$ cat src/rtl/instr_sequencer.sv
// instr_sequencer: multi-cycle control FSM sequencing fetch, decode, execute, memory and write-back.
// Every control output is a combinational decode of the current state, ir, zero and mem_ready.
module instr_sequencer #(
   parameter logic [3:0] HALT_OP = 4'hF
) (
   input  logic        clk,
   input  logic        reset,
   input  logic [15:0] ir,
   input  logic        zero,
   input  logic        mem_ready,
   output logic        pc_ld,
   output logic        pc_incr,
   output logic        ir_ld,
   output logic        mem_rd,
   output logic        mem_wr,
   output logic        addr_sel,
   output logic        rf_we,
   output logic        wb_sel,
   output logic        halted,
   output logic [2:0]  state
);
   typedef enum logic [2:0] {
      FETCH  = 3'd0,
      DECODE = 3'd1,
      EXEC   = 3'd2,
      MEM    = 3'd3,
      WB     = 3'd4,
      HALT   = 3'd5
   } state_t;
   typedef struct packed {
      logic halted;
      logic wb_sel;
      logic rf_we;
      logic addr_sel;
      logic mem_wr;
      logic mem_rd;
      logic ir_ld;
      logic pc_incr;
      logic pc_ld;
   } ctl_t;
   state_t cur, nxt;
   ctl_t c;
   logic [3:0] op;
   logic is_halt, is_alu, is_ld, is_st, is_beq, is_jmp, unused_ir;
   assign op = ir[15:12];
   assign unused_ir = ^ir[11:0];
   assign is_halt = op == HALT_OP;
   assign is_alu = !is_halt && !op[3];
   assign is_ld = !is_halt && op == 4'h8;
   assign is_st = !is_halt && op == 4'h9;
   assign is_beq = !is_halt && op == 4'hA;
   assign is_jmp = !is_halt && op == 4'hB;
   always_ff @(posedge clk or posedge reset) begin
      if (reset) cur <= FETCH;
      else cur <= nxt;
   end
   always_comb begin
      nxt = FETCH;
      c = '0;
      case (cur)
         FETCH: begin
            c.mem_rd = 1'b1;
            c.ir_ld = mem_ready;
            c.pc_incr = mem_ready;
            nxt = mem_ready ? DECODE : FETCH;
         end
         DECODE: nxt = is_halt ? HALT : EXEC;
         EXEC: begin
            c.pc_ld = is_jmp || (is_beq && zero);
            nxt = is_alu ? WB : (is_ld || is_st) ? MEM : FETCH;
         end
         MEM: begin
            c.addr_sel = 1'b1;
            c.mem_rd = is_ld;
            c.mem_wr = is_st;
            nxt = ((is_ld || is_st) && !mem_ready) ? MEM : is_ld ? WB : FETCH;
         end
         WB: begin
            c.rf_we = 1'b1;
            c.wb_sel = is_ld;
         end
         HALT: begin
            c.halted = 1'b1;
            nxt = HALT;
         end
         default: nxt = FETCH;
      endcase
   end
   // reset masks every output at once so an abandoned handshake drops in the same cycle
   assign pc_ld = c.pc_ld && !reset;
   assign pc_incr = c.pc_incr && !reset;
   assign ir_ld = c.ir_ld && !reset;
   assign mem_rd = c.mem_rd && !reset;
   assign mem_wr = c.mem_wr && !reset;
   assign addr_sel = c.addr_sel && !reset;
   assign rf_we = c.rf_we && !reset;
   assign wb_sel = c.wb_sel && !reset;
   assign halted = c.halted && !reset;
   assign state = cur;
endmodule

$ cat config.mk
export PLATFORM = sky130hd
export DESIGN_NAME = instr_sequencer
export DESIGN_NICKNAME = d
export VERILOG_FILES = /design/src/rtl/instr_sequencer.sv
export SDC_FILE = /design/constraint.sdc
export NUM_CORES = 1
export LEC_CHECK = 0
export CAP_MARGIN = 10
export CORE_AREA = 2 2 39 41
export CTS_CLUSTER_DIAMETER = 30
export DETAILED_ROUTE_END_ITERATION = 8
export DIE_AREA = 0 0 41 43
export GPL_TIMING_DRIVEN = 0
export PLACE_DENSITY = 0.66
export SYNTH_ARGS = -nofsm -noshare
export SYNTH_HDL_FRONTEND = slang
export SYNTH_SLANG_ARGS = --single-unit
export TNS_END_PERCENT = 10
$ cat constraint.sdc
create_clock -name clk -period 1.6 [get_ports clk]
set_clock_uncertainty 0.2 [all_clocks]
set_input_delay 0.16 -clock clk [delete_from_list [all_inputs] [get_ports clk]]
set_output_delay 0.16 -clock clk [all_outputs]
set_load 0.01 [all_outputs]
# [Yosys cells after proc, flatten, opt, wreduce, memory -nomap -nowiden]
# Cells that the tools add are included.
[word_totals] word_cells=47 register_bits=3 output_inout_bits=12
[classes] eq_ne=10 muxes=13 reduce_logical=23
[op_table] op="$eq A4 B4 Y1 const B" count=5
[op_table] op="$logic_and A1 B1 Y1" count=16
[op_table] op="$pmux W3 S5" count=1
[op_table] op="$mux W3" count=4
[op_table] op="$mux W2" count=4
[op_table] op="$eq A3 B2 Y1 const B" count=2
[op_table] op="$eq A3 B3 Y1 const B" count=2
[op_table] op="$logic_not A1 Y1" count=4
[op_table] op="$eq A3 B1 Y1 const B" count=1
[op_table] op="$logic_not A3 Y1" count=1
[op_table] op="$mux W1" count=3
[op_table] op="$logic_or A1 B1 Y1" count=2
[op_table] op="$pmux W1 S2" count=1

# [Longest topological paths before layout]
# Gate-level depths: netlist of the first run.
[depth] word_depth=7 mapped_depth=4 depth_no_buf=3

# [Least setup slack after synthesis of the first run]
# Ideal clock, no wire load.
[synth_path] kind="reg-to-output" startpoint="register cur[1] (netlist: state[1])" endpoint="output port pc_incr" t_arrival_ns=1.453 path_stages_with_launch=5 required_ns=1.240 path_slack_ns=-0.213 cell_sequence="dfrtp_1 > or2_2 > or3_1 > nor2_1 > buf_4"
[synth_via] elab_chain_len=3
[synth_lines] element="from (decl)" line="41" text="state_t cur, nxt;"
[synth_lines] element="from (signal assigned)" line="55" text="else cur <= nxt;"
[synth_lines] element="$logic_not A3 Y1" line="60" text="case (cur)"
[synth_lines] element="$mux W2" line="60"
[synth_lines] element="$logic_and A1 B1 Y1" line="91" text="assign pc_incr = c.pc_incr && !reset;"
[synth_lines] element="to (decl)" line="12" text="output logic pc_incr,"
# Every way passes these cells.

# [Worst setup path after layout of the first run]
[layout_path] startpoint="register cur[0] (netlist: state[0])" endpoint="output port mem_rd"
[layout_via] elab_chain_len=3
[layout_lines] element="$eq A3 B2 Y1 / $logic_not A3 Y1 (equally long branches)" line="60"
[layout_lines] element="$pmux W1 S2 *" line="60"
[layout_lines] element="$logic_and A1 B1 Y1 *" line="93" text="assign mem_rd = c.mem_rd && !reset;"
[layout_lines] element="to (decl)" line="14" text="output logic mem_rd,"
# Mark *: on every way between the ends. The rest lies on a longest branch, timed or not.

==> impl_metrics.csv, run 1 <==
group,metric,value,unit
worst_setup_path,end_kind,"primary output",
grt,antenna_found_initial,0,
clock_network,cts_max_level,1,
finish,final_common_cell,"buf_4",
logic_synthesis,synth_fp_nets,52,
min_path,hold_class,"in -> reg",
pwr,peakVddDrop,0.3506,mV
finish,largest_reg_flops,3,
worst_setup_path,cp_data_required_time,1.24,ns
grt,met1_usage,0.1543,
logic_synthesis,avgSynthCellArea,8.367,um2
run,maxCapViolCount,0,
drt,avgViaCountPerCell,4.738,
finish,finish.instance_area,619.3,um2
drt,drt_iter0_markers,0,
finish,num-nets-final,85,
clock_network,cts_buffers,3,
clock_network,cts_root_buf,"clkbuf_4",
sta,max_slew.worst_pin.slew,0.3859,ns
pwr,p_switching,0.2822,mW
pwr,p_total,0.7770,mW
outcome,violations,"setup timing",
placed_design,pre_cts_ws,-0.9289,ns
grt,met3_usage,0.01571,
grt,grt_pass1_wl,1635,um
pwr,seqPwrFrac,0.173,
drt,ant_nets,0,
clock_network,clkTransAtPathRegs,0.04,ns
floorplan,die_h,43,um
pwr,p_sw_frac,0.3633,
grt,met2_usage,0.2250,
pwr,clkPwrFrac,0.169,
floorplan,rows,14,
sta,relSlewSlack,0.7423,
placed_design,port_buffers,19,
logic_synthesis,syn-instance-count,32,
drt,via_count,379,
sta,setup_ws,-0.3204,ns
floorplan,dieWidth,41,um
sta,period_needed,1.920,ns
placed_design,place.gp.congestion,0.7379,
sta,hold_viol_final,0,
grt,top_usage_layer,"met2",
grt,grt_max_degree,11,
pwr,combPwrFrac,0.658,
sta,setup_viol,8,
floorplan,die_area,1763,um2
outcome,status,"complete, but fails checks",
logic_synthesis,ys_seq_elements,3,
pwr,p_int,0.4947,mW
finish,drive_gt1_frac,0.6250,
clock_network,cts.sinks,3,
pwr,p_per_area,1255,nW/um2
grt,overflow,0,
sta,drv_slew,0,
sta,timing.fmax,0.5207,GHz
logic_synthesis,ys_warn_count,0,
worst_setup_path,worst_ep_arrival_time,1.56,ns
floorplan,io_pins,32,
finish,num_antenna_cells,0,
clock_network,cts_buffer_depth,2,
finish,layout_common_cells,"buf_4, buf_2, clkbuf_4, clkdlybuf4s50_1, buf_6",
placed_design,dp.cells,67,
finish,instances_no_fill,80,
sta,rsz0062_at_grt,"yes",
logic_synthesis,synthDistinctLibCells,27,
grt,grtUsageTotal,0.1355,
placed_design,dp_hpwl,578.5,um
floorplan,core-area,1384,um2
worst_setup_path,worstPathMaxFanout,3,
sta,worst_hold_slack,0.2618,ns
grt,grt_pass1_vias,399,
drt,drc,0,
floorplan,initial_utilization,0.1935,
placed_design,post_dp_cell_area,499.2,um2
drt,drt-total-wl,985,um
clock_network,clkLatencyLatePin,0.23,ns
drt,dr.pass1.iters,1,
drt,routedWlPerCell,12.31,um
logic_synthesis,netlist_area,267.8,um2
pwr,cellLeakagePower,0.3097,nW
sta,finalCritPeriodShare,1.200,
clock_network,cts_tree,"built",
worst_setup_path,critPathKind,"reg -> out",
finish,area_growth,131.3,%
worst_setup_path,critPathLaunchType,"flop",
logic_synthesis,synth-seq-area-share,0.2804,
[power by group through the flow]
| stage | sequential [mW] | clock (mW) | combinational (mW) |
|---|---|---|---|
| after floorplan | 0.153 | 0 | 0.175 |
| after global placement | 0.146 | 0 | 0.337 |
| after detailed placement | 0.147 | 0 | 0.342 |
| after CTS | 0.131 | 0.139 | 0.477 |
| after global routing | 0.139 | 0.144 | 0.554 |
| final | 0.134 | 0.131 | 0.512 |
[final timing paths]
| kind | cells after the start | slack (ns) | from | to |
|---|---|---|---|---|
| setup / recovery | 6 | -0.32 | state[0]$_DFF_PP0_ | mem_rd |
| hold / removal | 3 | 0.26 | ir[15] | state[2]$_DFF_PP0_ |
| setup reg to reg | 4 | -0.14 | state[0]$_DFF_PP0_ | state[2]$_DFF_PP0_ |
| hold reg to reg | 2 | 0.42 | state[2]$_DFF_PP0_ | state[2]$_DFF_PP0_ |
| max in group asynchronous | 3 | 0.70 | reset | state[0]$_DFF_PP0_ |
| min in group asynchronous | 3 | 0.35 | reset | state[1]$_DFF_PP0_ |
[cells in the mapped netlist]
cell type	count	area, um2
a211oi_1	1	7.510
a21oi_1	1	5.000
and3_1	1	6.260
and3_2	1	7.510
and3b_2	1	10.01
and4_2	1	10.01
buf_4	1	7.510
clkbuf_1	1	3.750
dfrtp_1	3	75.07
inv_1	2	7.510
nand2_1	2	7.510
nand2b_1	1	6.260
nand3_1	1	5.000
nor2_1	2	7.510
nor2b_1	1	6.260
nor3_1	1	5.000
nor3b_1	1	7.510
nor3b_2	1	12.51
nor4b_1	1	8.760
o2111ai_1	1	8.760
o211ai_1	1	7.510
o21ai_0	1	5.000
o311ai_1	1	8.760
or2_2	1	6.260
or3_1	1	6.260
or3b_1	1	8.760
or4b_2	1	10.01
[critical path, cell delays in order (launching register included)]
cell      delay, ns
dfrtp_2        0.37
buf_6          0.11
buf_6          0.10
nand2_4        0.05
or3b_4         0.38
a211oi_2       0.18
buf_2          0.16
[area by class of cell]
cell class              instances  area (um2)
flip-flops and latches          3       77.57
plain buffers                   2       15.01
clock buffers                   4       26.28
multi-input cells              25       232.7
well taps                      16       20.02
inverters                       2       7.507
fillers                       147       764.5
repair buffers                 28       240.2
[stage by stage]
stage            util  TNS, ns
4_1_cts        0.4277   -1.909
3_3_place_gp   0.3608   -4.818
2_1_floorplan       -  -0.1144
3_5_place_dp   0.3608   -4.869
6_report       0.4476   -1.713
5_1_grt        0.4476   -2.287
[routing by layer]
layer | up-vias | routed length, um
met5 | - | 0
met4 | 0 | 18
met3 | 2 | 59
met2 | 16 | 536
met1 | 176 | 371
li1 | 185 | -
[cell families (layout without fill, tap and decap cells)]
kind of cell | Yosys count | in the layout | synth area share
buffers and inverters | 4 | 36 | 0.07010
DFF | 3 | 3 | 0.2804
and+or+nand+nor | 19 | 19 | 0.4907
AOI/OAI and AO/OA | 6 | 6 | 0.1589
[what timing repair did]
item                                   4_1_cts  5_1_grt
setup endpoints to repair                   10       10
endpoints found under the hold margin        0        3
gates resized for setup                     52        5
gates cloned                                 0        0
pin swaps                                    8        1
buffers inserted                             8        0
hold buffers                                 0        1
No activity file was read; power rests on OpenSTA's default activity.
==> inputs of run 2 (changes only) <==
--- a/config.mk
+++ b/config.mk
@@ -6,12 +6,13 @@
 export NUM_CORES = 1
 export LEC_CHECK = 0
 export CAP_MARGIN = 10
-export CORE_AREA = 2 2 39 41
+export CELL_PAD_IN_SITES_DETAIL_PLACEMENT = 1
+export CELL_PAD_IN_SITES_GLOBAL_PLACEMENT = 2
+export CORE_UTILIZATION = 10
 export CTS_CLUSTER_DIAMETER = 30
 export DETAILED_ROUTE_END_ITERATION = 8
-export DIE_AREA = 0 0 41 43
 export GPL_TIMING_DRIVEN = 0
-export PLACE_DENSITY = 0.66
+export PLACE_DENSITY_LB_ADDON = 0.1
 export SYNTH_ARGS = -nofsm -noshare
 export SYNTH_HDL_FRONTEND = slang
 export SYNTH_SLANG_ARGS = --single-unit
==> run 2 against run 1 <==
Compared with the run above:
- the flow still finishes with violations (setup timing)
- power is 0.64% lower
- maximum frequency is 0.32% lower
- worst hold slack better by 0.035 ns
- routed wire length is 14% higher
- core utilization is 19 points lower
- largest power group unchanged
- highest routed layer unchanged
==> impl_metrics.csv, run 2 (synthesis gave the netlist of run 1 again) <==
group,metric,value,unit
outcome,status,"complete, but fails checks",
outcome,violations,"setup timing",
finish,num_antenna_cells,0,
drt,drc,0,
finish,instances_no_fill,90,
clock_network,cts_buffers,3,
grt,met1_usage,0.1206,
pwr,p_switching,0.2989,mW
finish,area_growth,136.9,%
worst_setup_path,cpMostUsedCell,"buf_6",
grt,grt_max_degree,11,
worst_setup_path,cp_cell_sequence,"or2_4 > or3_4 > nor2_4 > buf_6 > buf_6",
finish,finish.instance_area,634.4,um2
worst_setup_path,cp_data_required_time,1.24,ns
clock_network,cts_root_buf,"clkbuf_4",
placed_design,port_buffers,19,
pwr,cellLeakagePower,0.2850,nW
grt,grtUsageTotal,0.09282,
grt,antenna_found_initial,0,
clock_network,cts_tree,"built",
pwr,seqPwrFrac,0.184,
clock_network,cts_buffer_depth,2,
floorplan,die_area,2889,um2
sta,relSlewSlack,0.7095,
grt,met3_usage,0.02260,
worst_setup_path,worst_ep_arrival_time,1.57,ns
drt,routedWlPerCell,12.50,um
grt,grt_pass1_wl,1780,um
worst_setup_path,crit_slowest_cell,"dfrtp_2",
sta,drv_slew,0,
drt,drt_iter0_markers,4,
placed_design,dp.cells,81,
run,maxCapViolCount,0,
worst_setup_path,rrSetupSlack,0.01,ns
pwr,p_sw_frac,0.3871,
grt,met2_usage,0.1317,
worst_setup_path,worstPathMaxFanout,3,
worst_setup_path,crit_family,"simple AND/OR/NAND/NOR gates",
floorplan,io_pins,32,
clock_network,clkTransAtPathRegs,0.04,ns
drt,drt-total-wl,1125,um
drt,dr.pass1.iters,2,
pwr,clkPwrFrac,0.173,
drt,via_count,372,
sta,timing.fmax,0.5190,GHz
worst_setup_path,critPathKind,"reg -> out",
pwr,peakVddDrop,0.5972,mV
worst_setup_path,slowest_delay,0.42,ns
placed_design,post_dp_cell_area,516.7,um2
clock_network,clkLatencyLatePin,0.23,ns
placed_design,dp_hpwl,812.6,um
pwr,combPwrFrac,0.643,
worst_setup_path,path_buf_inv,2,
sta,hold_viol_final,0,
finish,layout_common_cells,"dlygate4sd2_1, buf_2, buf_6, clkdlybuf4s50_1, clkbuf_4",
floorplan,die_h,53.75,um
clock_network,cts_max_level,1,
placed_design,pre_cts_ws,-1.038,ns
worst_setup_path,end_kind,"primary output",
sta,period_needed,1.927,ns
pwr,p_total,0.7720,mW
sta,finalCritPeriodShare,1.204,
floorplan,initial_utilization,0.1071,
min_path,hold_class,"in -> reg",
floorplan,core-area,2500,um2
pwr,p_per_area,1217,nW/um2
sta,setup_viol,7,
finish,num-nets-final,81,
pwr,p_int,0.4731,mW
floorplan,dieWidth,53.75,um
clock_network,cts.sinks,3,
grt,top_usage_layer,"met2",
finish,largest_reg_flops,3,
placed_design,place.gp.congestion,0.7052,
drt,avgViaCountPerCell,4.133,
sta,setup_ws,-0.3266,ns
finish,drive_gt1_frac,0.6000,
worst_setup_path,critPathLaunchType,"flop",
drt,ant_nets,0,
sta,rsz0062_at_grt,"yes",
grt,overflow,0,
sta,max_slew.worst_pin.slew,0.4358,ns
floorplan,rows,18,
grt,grt_pass1_vias,390,
==> run 2: final timing paths <==
path | start | to | cells past startpoint
worst max-delay path | state[0]$_DFF_PP0_ | pc_incr | 5
worst min-delay path | ir[15] | state[2]$_DFF_PP0_ | 3
worst max register to register | state[0]$_DFF_PP0_ | state[2]$_DFF_PP0_ | 4
worst min register to register | state[2]$_DFF_PP0_ | state[1]$_DFF_PP0_ | 2
max in group asynchronous | reset | state[1]$_DFF_PP0_ | 3
min in group asynchronous | reset | state[0]$_DFF_PP0_ | 3
==> run 2: through the flow <==
stage	setup TNS [ns]	hold slack (ns)	util
finish	-1.472	0.2968	0.2538
global route	-1.934	0.3043	0.2538
CTS	-2.076	0.2962	0.2432
detailed placement	-5.636	0.4003	0.2067
global placement	-5.782	0.4243	0.2067
floorplan	-0.1144	-0.2811	-
==> run 2: final cells by class <==
type / count / area (um2)
Buffer: 2 / 26.28
Clock buffer: 4 / 26.28
Fill cell: 301 / 1866
Inverter: 2 / 7.507
Multi-Input combinational cell: 25 / 256.5
Sequential cell: 3 / 77.57
Tap cell: 30 / 37.54
Timing Repair Buffer: 24 / 202.7
==> run 2: repair_timing <==
| action | in CTS | in global routing |
|---|---|---|
| setup buffers | 3 | 1 |
| pin swaps | 4 | 8 |
| setup endpoints to repair | 11 | 9 |
| hold buffers | 1 | 0 |
| hold endpoints to repair | 3 | 0 |
| resized for setup | 52 | 11 |
==> run 2: per-layer routing <==
metal / vias to the layer above / part of all wire / wire [um]
met3: 2 / 0.058 / 65
met2: 17 / 0.47 / 534
met4: 0 / 0.011 / 12
met1: 179 / 0.46 / 512
li1: 174 / - / -
met5: - / 0 / 0
==> run 2: power by group through the flow <==
stage / Clock (mW) / Combinational (mW) / Sequential, mW
after floorplan: 0 / 0.175 / 0.153
after global placement: 0 / 0.359 / 0.158
after detailed placement: 0 / 0.357 / 0.154
after CTS: 0.140 / 0.443 / 0.133
after global routing: 0.146 / 0.531 / 0.147
final: 0.134 / 0.496 / 0.142
==> run 2: worst reg2reg max path: stages (launching register included) <==
cell and delay [ns]:
dfrtp_2 0.42, buf_6 0.14, buf_4 0.13, or4b_4 0.51, o311ai_2 0.09
